--- src/rtl/pulse_sequencer_pkg.sv ---
// pulse_sequencer_pkg: constants shared by the pulse sequencer and the pulse-width generator
package pulse_sequencer_pkg;
    localparam int PULSE_WIDTH  = 4;
    localparam int WD_LIMIT_DEF = 24;
    localparam logic [1:0] S_IDLE  = 2'd0;
    localparam logic [1:0] S_ISSUE = 2'd1;
    localparam logic [1:0] S_WAIT  = 2'd2;
    localparam logic [1:0] S_GAP   = 2'd3;
endpackage

--- src/rtl/pulse_seq_fifo.sv ---
// pulse_seq_fifo: circular DEPTHxWIDTH queue; a write while full is dropped and flagged even if a pop coincides
module pulse_seq_fifo
    import pulse_sequencer_pkg::*;
#(
    parameter int DEPTH = 4,
    parameter int WIDTH = PULSE_WIDTH
)(
    input  logic             clk,
    input  logic             rst_n,
    input  logic             push,
    input  logic             pop,
    input  logic [WIDTH-1:0] din,
    output logic [WIDTH-1:0] dout,
    output logic             full,
    output logic             empty,
    output logic             ovf
);
    localparam int AW = $clog2(DEPTH);
    logic [WIDTH-1:0] mem [DEPTH];
    logic [AW-1:0]    rd_ptr;
    logic [AW-1:0]    wr_ptr;
    logic [AW:0]      count;
    logic             do_push;
    logic             do_pop;
    assign full    = count == (AW+1)'(DEPTH);
    assign empty   = count == '0;
    assign do_push = push && !full;
    assign do_pop  = pop && !empty;
    assign ovf     = push && full;
    assign dout    = mem[rd_ptr];
    always_ff @(posedge clk)
        if (do_push) mem[wr_ptr] <= din;
    always_ff @(posedge clk or negedge rst_n)
        if (!rst_n) begin
            rd_ptr <= '0;
            wr_ptr <= '0;
            count  <= '0;
        end else begin
            rd_ptr <= do_pop ? rd_ptr + AW'(1) : rd_ptr;
            wr_ptr <= do_push ? wr_ptr + AW'(1) : wr_ptr;
            count  <= count + (AW+1)'(do_push) - (AW+1)'(do_pop);
        end
endmodule

--- src/rtl/pulse_sequencer.sv ---
// pulse_sequencer: issues queued pulse widths to the generator, with done watchdog, idle gap and status counters
module pulse_sequencer
    import pulse_sequencer_pkg::*;
#(
    parameter int DEPTH    = 4,
    parameter int WIDTH    = PULSE_WIDTH,
    parameter int WD_LIMIT = WD_LIMIT_DEF
)(
    input  logic             clk,
    input  logic             rst_n,
    input  logic             wr_en,
    input  logic [WIDTH-1:0] wr_data,
    input  logic             run,
    input  logic [3:0]       gap,
    input  logic             clr_err,
    input  logic             gen_done,
    output logic             gen_start,
    output logic             gen_enable,
    output logic [WIDTH-1:0] gen_width,
    output logic             fifo_full,
    output logic             fifo_empty,
    output logic             busy,
    output logic [7:0]       pulse_cnt,
    output logic             overflow,
    output logic             timeout
);
    localparam int WDW = $clog2(WD_LIMIT + 1);
    logic [1:0]       state;
    logic [1:0]       next_state;
    logic [WDW-1:0]   wd;
    logic [3:0]       gap_cnt;
    logic [WIDTH-1:0] head;
    logic             ovf_set;
    logic             issue_go;
    logic             done_ok;
    logic             wd_exp;
    pulse_seq_fifo #(.DEPTH(DEPTH), .WIDTH(WIDTH)) u_fifo (
        .clk   (clk),
        .rst_n (rst_n),
        .push  (wr_en),
        .pop   (done_ok || wd_exp),
        .din   (wr_data),
        .dout  (head),
        .full  (fifo_full),
        .empty (fifo_empty),
        .ovf   (ovf_set)
    );
    assign busy     = state != S_IDLE;
    assign issue_go = state == S_IDLE && run && !fifo_empty;
    assign done_ok  = state == S_WAIT && gen_done;
    assign wd_exp   = state == S_WAIT && !gen_done && wd == WDW'(WD_LIMIT - 1);
    always_comb
        next_state = state == S_IDLE  ? (issue_go ? S_ISSUE : S_IDLE) :
                     state == S_ISSUE ? S_WAIT :
                     state == S_WAIT  ? (done_ok ? (gap != 4'd0 ? S_GAP : S_IDLE) : wd_exp ? S_IDLE : S_WAIT) :
                                        (gap_cnt == 4'd1 ? S_IDLE : S_GAP);
    always_ff @(posedge clk or negedge rst_n)
        if (!rst_n) begin
            state      <= S_IDLE;
            gen_start  <= 1'b0;
            gen_enable <= 1'b0;
            gen_width  <= '0;
            wd         <= '0;
            gap_cnt    <= '0;
            pulse_cnt  <= '0;
            overflow   <= 1'b0;
            timeout    <= 1'b0;
        end else begin
            state      <= next_state;
            gen_start  <= issue_go;
            gen_enable <= issue_go;
            gen_width  <= issue_go ? head : gen_width;
            wd         <= state == S_ISSUE ? '0 : state == S_WAIT ? wd + WDW'(1) : wd;
            gap_cnt    <= done_ok ? gap : state == S_GAP ? gap_cnt - 4'd1 : gap_cnt;
            pulse_cnt  <= done_ok ? pulse_cnt + 8'd1 : pulse_cnt;
            overflow   <= ovf_set || (overflow && !clr_err);
            timeout    <= wd_exp || (timeout && !clr_err);
        end
endmodule
--- config.mk ---
export PLATFORM = sky130hd
export DESIGN_NAME = pulse_sequencer
export DESIGN_NICKNAME = d
export VERILOG_FILES = /design/src/rtl/pulse_sequencer_pkg.sv /design/src/rtl/pulse_seq_fifo.sv /design/src/rtl/pulse_sequencer.sv
export SDC_FILE = /design/constraint.sdc
export NUM_CORES = 1
export LEC_CHECK = 0
export CORE_MARGIN = 5
export CORE_UTILIZATION = 45
export DETAILED_ROUTE_END_ITERATION = 10
export DONT_BUFFER_PORTS = 1
export GPL_ROUTABILITY_DRIVEN = 0
export PLACE_DENSITY_LB_ADDON = 0.05
export SYNTH_ARGS = -nofsm -noshare
export SYNTH_HDL_FRONTEND = slang
export SYNTH_SLANG_ARGS = --single-unit
--- constraint.sdc ---
create_clock -name clk -period 2.8 [get_ports clk]
set_clock_uncertainty 0.15 [all_clocks]
set_input_delay 0.28 -clock clk [delete_from_list [all_inputs] [get_ports clk]]
set_output_delay 0.28 -clock clk [all_outputs]
set_load 0.02 [all_outputs]
==> out/metrics.json <==
{
  "run_status": {
    "run_status": "complete, no violations"
  },
  "sta": {
    "max_freq_mhz": 379.8,
    "hold-worst-slack_ns": 0.009649,
    "min_period_over_period_pct": 94.03,
    "setup_viol": 0,
    "report.final.hold_viol_count": 0,
    "post-route-min-period_ns": 2.633,
    "setup_total_negative_slack_ns": 0,
    "maxSlewHeadroom_pct": 67.70,
    "rsz_0062_raised_after_global_routing": "no",
    "max_slew.worst_pin.slew_ns": 0.4824,
    "maxSlewViolCount": 0
  },
  "clocking": {
    "postCtsSetupRepairBufs": 0,
    "cts_tree": "done",
    "cts-root-to-sink-buffers": 2,
    "number_of_resized_instances_in_the_post_cts_repair_step": 0,
    "cts_root_buffer": "sky130_fd_sc_hd__clkbuf_8",
    "clk-insertion-delay-late_ns": 0.30,
    "clock_sinks": 49,
    "h-tree-depth": 2,
    "cts_inserted_buffers": 5,
    "clk_transition_reported_paths_ns": 0.09
  },
  "yosys": {
    "yosysSeqAreaShare_pct": 58.03,
    "post_synthesis_sequential_element_count": 49,
    "muxShareOfSynthArea_pct": 7.449,
    "synth_top_flop_cell": "sky130_fd_sc_hd__dfrtp_1",
    "post_synth_main_area_contributors": "sky130_fd_sc_hd__dfrtp_1, sky130_fd_sc_hd__edfxtp_1, sky130_fd_sc_hd__ha_1",
    "post_synth_fa_ha_maj_area_fraction_pct": 8.671,
    "dominant_combinational_cell_family_by_area_after_synthesis": "simple AND/OR/NAND/NOR gates",
    "synthDistinctLibCells": 36,
    "synth_top_cell_by_area": "sky130_fd_sc_hd__dfrtp_1",
    "synth_async_sr_flop_share_pct": 67.35,
    "synth_compound_area_share_pct": 5.725,
    "synth_top_area_share_pct": 36.69,
    "syn_area_per_cell_um2": 13.16,
    "post_synth_xor_area_fraction_pct": 5.837,
    "synth_edf_count": 16,
    "yosysWarningCount": 0,
    "synthesis.instances": 171,
    "synth_area_mm2": 0.002251,
    "postSynthNetCount": 200,
    "post_synth_and_or_nand_nor_area_fraction_pct": 10.28
  },
  "die": {
    "floorplan.core_area_mm2": 0.004786,
    "io-pin-count": 33,
    "fp.dieW_um": 80.73,
    "initial_standard_cell_utilization_of_the_core_pct": 47.03,
    "site_rows": 25,
    "die-height_um": 80.73,
    "fp.dieArea_mm2": 0.006517
  },
  "placement": {
    "detailed_place_hpwl_mm": 2.784,
    "place.detailed.instances": 235,
    "buffer_ports.inserted": 0
  },
  "finish": {
    "share_of_final_layout_standard_cells_stronger_than_drive_strength_1_pct": 11.83,
    "fillCellCount": 415,
    "final_core_util_pct": 52.81,
    "final_nets": 214,
    "area_delta_synth_final_pct": 12.28,
    "n_antenna_cell": 0,
    "final_cells": 253
  },
  "grt": {
    "grt.overflow.total": 0,
    "global_route_wire_length_before_repair_mm": 6.389,
    "antenna_violations_before_repair": 0,
    "groute.usage.overall_pct": 13.24,
    "grt_pass1_vias": 1301,
    "grt_start_max_net_pins": 34
  },
  "drt": {
    "drc": 0,
    "detail_route.vias_per_cell": 5.032,
    "drt_first_iter_violations": 45,
    "antenna_violating_nets_left": 0,
    "drt_pass_1_iters": 4,
    "wirelength_mm": 3.747,
    "dr_total_vias": 1273,
    "post_drt_wl_per_cell_um": 14.81
  },
  "critical_path": {
    "critical_path_capture_point_type": "flip-flop",
    "path_cells": "ha_1 -> and4b_1 -> o211a_1 -> ha_1 -> inv_1 -> ha_1 -> inv_1 -> fa_1 -> xnor2_1 -> xnor2_1",
    "critical_setup_path_kind": "flip-flop to flip-flop",
    "arrival_ns": 2.71,
    "critical_path.startpoint_type": "flip-flop",
    "worst_ep_required_time_ns": 2.88,
    "critical_path.max_stage_delay_ns": 0.43,
    "slowest_stage": "sky130_fd_sc_hd__dfrtp_1",
    "critical_path_peak_fanout": 5,
    "critPathMostFrequentCell": "sky130_fd_sc_hd__ha_1"
  },
  "power_and_ir_drop": {
    "p_total_mw": 2.623,
    "p_leak_nw": 1.064,
    "cellPowerDensity_mw_per_mm2": 1038,
    "vdd_ir_drop_max_v": 0.0005894
  },
  "hold_path": {
    "holdCritPathClass": "input pin to flip-flop"
  },
  "job": {
    "drv.max_cap_violation_count": 0
  }
}
-- logic make-up after synthesis --
| group | Yosys count |
|---|---|
| flip-flops | 49 |
| AO/OA/AOI/OAI | 21 |
| XOR/XNOR | 15 |
| buffers and inverters | 22 |
| multiplexers | 11 |
| adder cells (fa/ha/maj) | 15 |
| AND/OR/NAND/NOR | 38 |
-- synthesized netlist by cell type, types with 2 or more instances --
library cell / count
sky130_fd_sc_hd__nand4_1: 3
sky130_fd_sc_hd__o31ai_1: 3
sky130_fd_sc_hd__and2_1: 5
sky130_fd_sc_hd__edfxtp_1: 16
sky130_fd_sc_hd__nand2b_1: 2
sky130_fd_sc_hd__xor2_1: 2
sky130_fd_sc_hd__buf_2: 3
sky130_fd_sc_hd__a31oi_1: 3
sky130_fd_sc_hd__nand3b_1: 2
sky130_fd_sc_hd__or3b_1: 2
sky130_fd_sc_hd__xnor2_1: 13
sky130_fd_sc_hd__nand2_1: 7
sky130_fd_sc_hd__nand3_1: 3
sky130_fd_sc_hd__mux4_2: 4
sky130_fd_sc_hd__ha_1: 14
sky130_fd_sc_hd__a21oi_1: 3
sky130_fd_sc_hd__mux2_2: 6
sky130_fd_sc_hd__dfrtp_1: 33
sky130_fd_sc_hd__inv_1: 18
sky130_fd_sc_hd__o21ai_0: 9
sky130_fd_sc_hd__nor2_1: 5
-- registers in the layout, summed over array words and instances (netlist names) --
name           cells
gap_cnt            4
gen_enable         1
gen_width          4
overflow           1
pulse_cnt          8
state              2
timeout            1
u_fifo.count       3
u_fifo.mem        16
u_fifo.rd_ptr      2
u_fifo.wr_ptr      2
wd                 5
-- final cells by class --
cell class	instances	area (um2)	share of cell area, %
Tap cell	67	83.83	3.317
Clock buffer	5	68.82	2.723
Multi-Input combinational cell	100	854.6	33.81
Sequential cell	49	1306	51.68
Inverter	18	67.56	2.673
Timing Repair Buffer	11	117.6	4.653
Clock inverter	3	28.78	1.139
-- worst max-delay path: cells and delay by family (launching register included) --
kind | cells | cell delay, ns
flops | 1 | 0.43
buf+inv | 2 | 0.11
fa+ha+maj | 4 | 1.06
simple gates | 1 | 0.24
compound gates | 1 | 0.25
xor+xnor | 2 | 0.34
-- metrics by stage --
step                      setup slack (ns)  instance area [um2]
after CTS                           0.1547                 2527
after detailed placement            0.1834                 2320
final                               0.1671                 2527
after floorplan                     0.3165                 2251
after global placement              0.2631                 2320
after global routing               0.04633                 2527
-- cells in the final DEF (no fill, tap or decap), types with 2 or more instances in the layout --
master,synthesis,final
sky130_fd_sc_hd__a21oi_1,3,3
sky130_fd_sc_hd__a31oi_1,3,3
sky130_fd_sc_hd__and2_1,5,5
sky130_fd_sc_hd__clkbuf_8,0,5
sky130_fd_sc_hd__dfrtp_1,33,33
sky130_fd_sc_hd__dlygate4sd3_1,0,9
sky130_fd_sc_hd__edfxtp_1,16,16
sky130_fd_sc_hd__ha_1,14,14
sky130_fd_sc_hd__inv_1,18,18
sky130_fd_sc_hd__mux2_2,6,6
sky130_fd_sc_hd__mux4_2,4,4
sky130_fd_sc_hd__nand2_1,7,7
sky130_fd_sc_hd__nand2b_1,2,2
sky130_fd_sc_hd__nand3_1,3,3
sky130_fd_sc_hd__nand3b_1,2,2
sky130_fd_sc_hd__nand4_1,3,3
sky130_fd_sc_hd__nor2_1,5,5
sky130_fd_sc_hd__o21ai_0,9,9
sky130_fd_sc_hd__o31ai_1,3,3
sky130_fd_sc_hd__or3b_1,2,2
sky130_fd_sc_hd__xnor2_1,13,13
sky130_fd_sc_hd__xor2_1,2,2
-- what timing repair did --
| item | 4_1_cts | 5_1_grt |
|---|---|---|
| endpoints found under the hold margin | 53 | 0 |
| hold buffers | 10 | 0 |
| endpoints found under the setup margin | 0 | 0 |
-- final timing paths --
path / slack, ns / endpoint / cells after the start / from
min reg2reg: 0.34 / wd[4]$_DFFE_PN0P_ / 1 / wd[4]$_DFFE_PN0P_
max: 0.17 / u_fifo.count[2]$_DFF_PN0_ / 10 / wd[0]$_DFFE_PN0P_
min: 0.01 / gap_cnt[3]$_DFFE_PN0P_ / 2 / gap[3]
max in group asynchronous: 2.06 / u_fifo.rd_ptr[1]$_DFFE_PN0P_ / 2 / rst_n
max reg2reg: 0.17 / u_fifo.count[2]$_DFF_PN0_ / 10 / wd[0]$_DFFE_PN0P_
min in group asynchronous: 0.25 / u_fifo.wr_ptr[0]$_DFFE_PN0N_ / 2 / rst_n
-- metal layers --
layer / GRT usage, % / vias up / routed length [um]
li1: - / 625 / -
met1: 16.51 / 611 / 1666
met2: 20.86 / 32 / 1780
met3: 5.381 / 5 / 259
met4: 4.561 / 0 / 40
met5: 0 / - / 0
-- report_power, final --
group          internal [mW]  switching [mW]
Combinational          0.434           0.428
Sequential             0.996           0.328
Clock                  0.187           0.249
Total                   1.62            1.01
No activity file was read; power rests on OpenSTA's default activity.
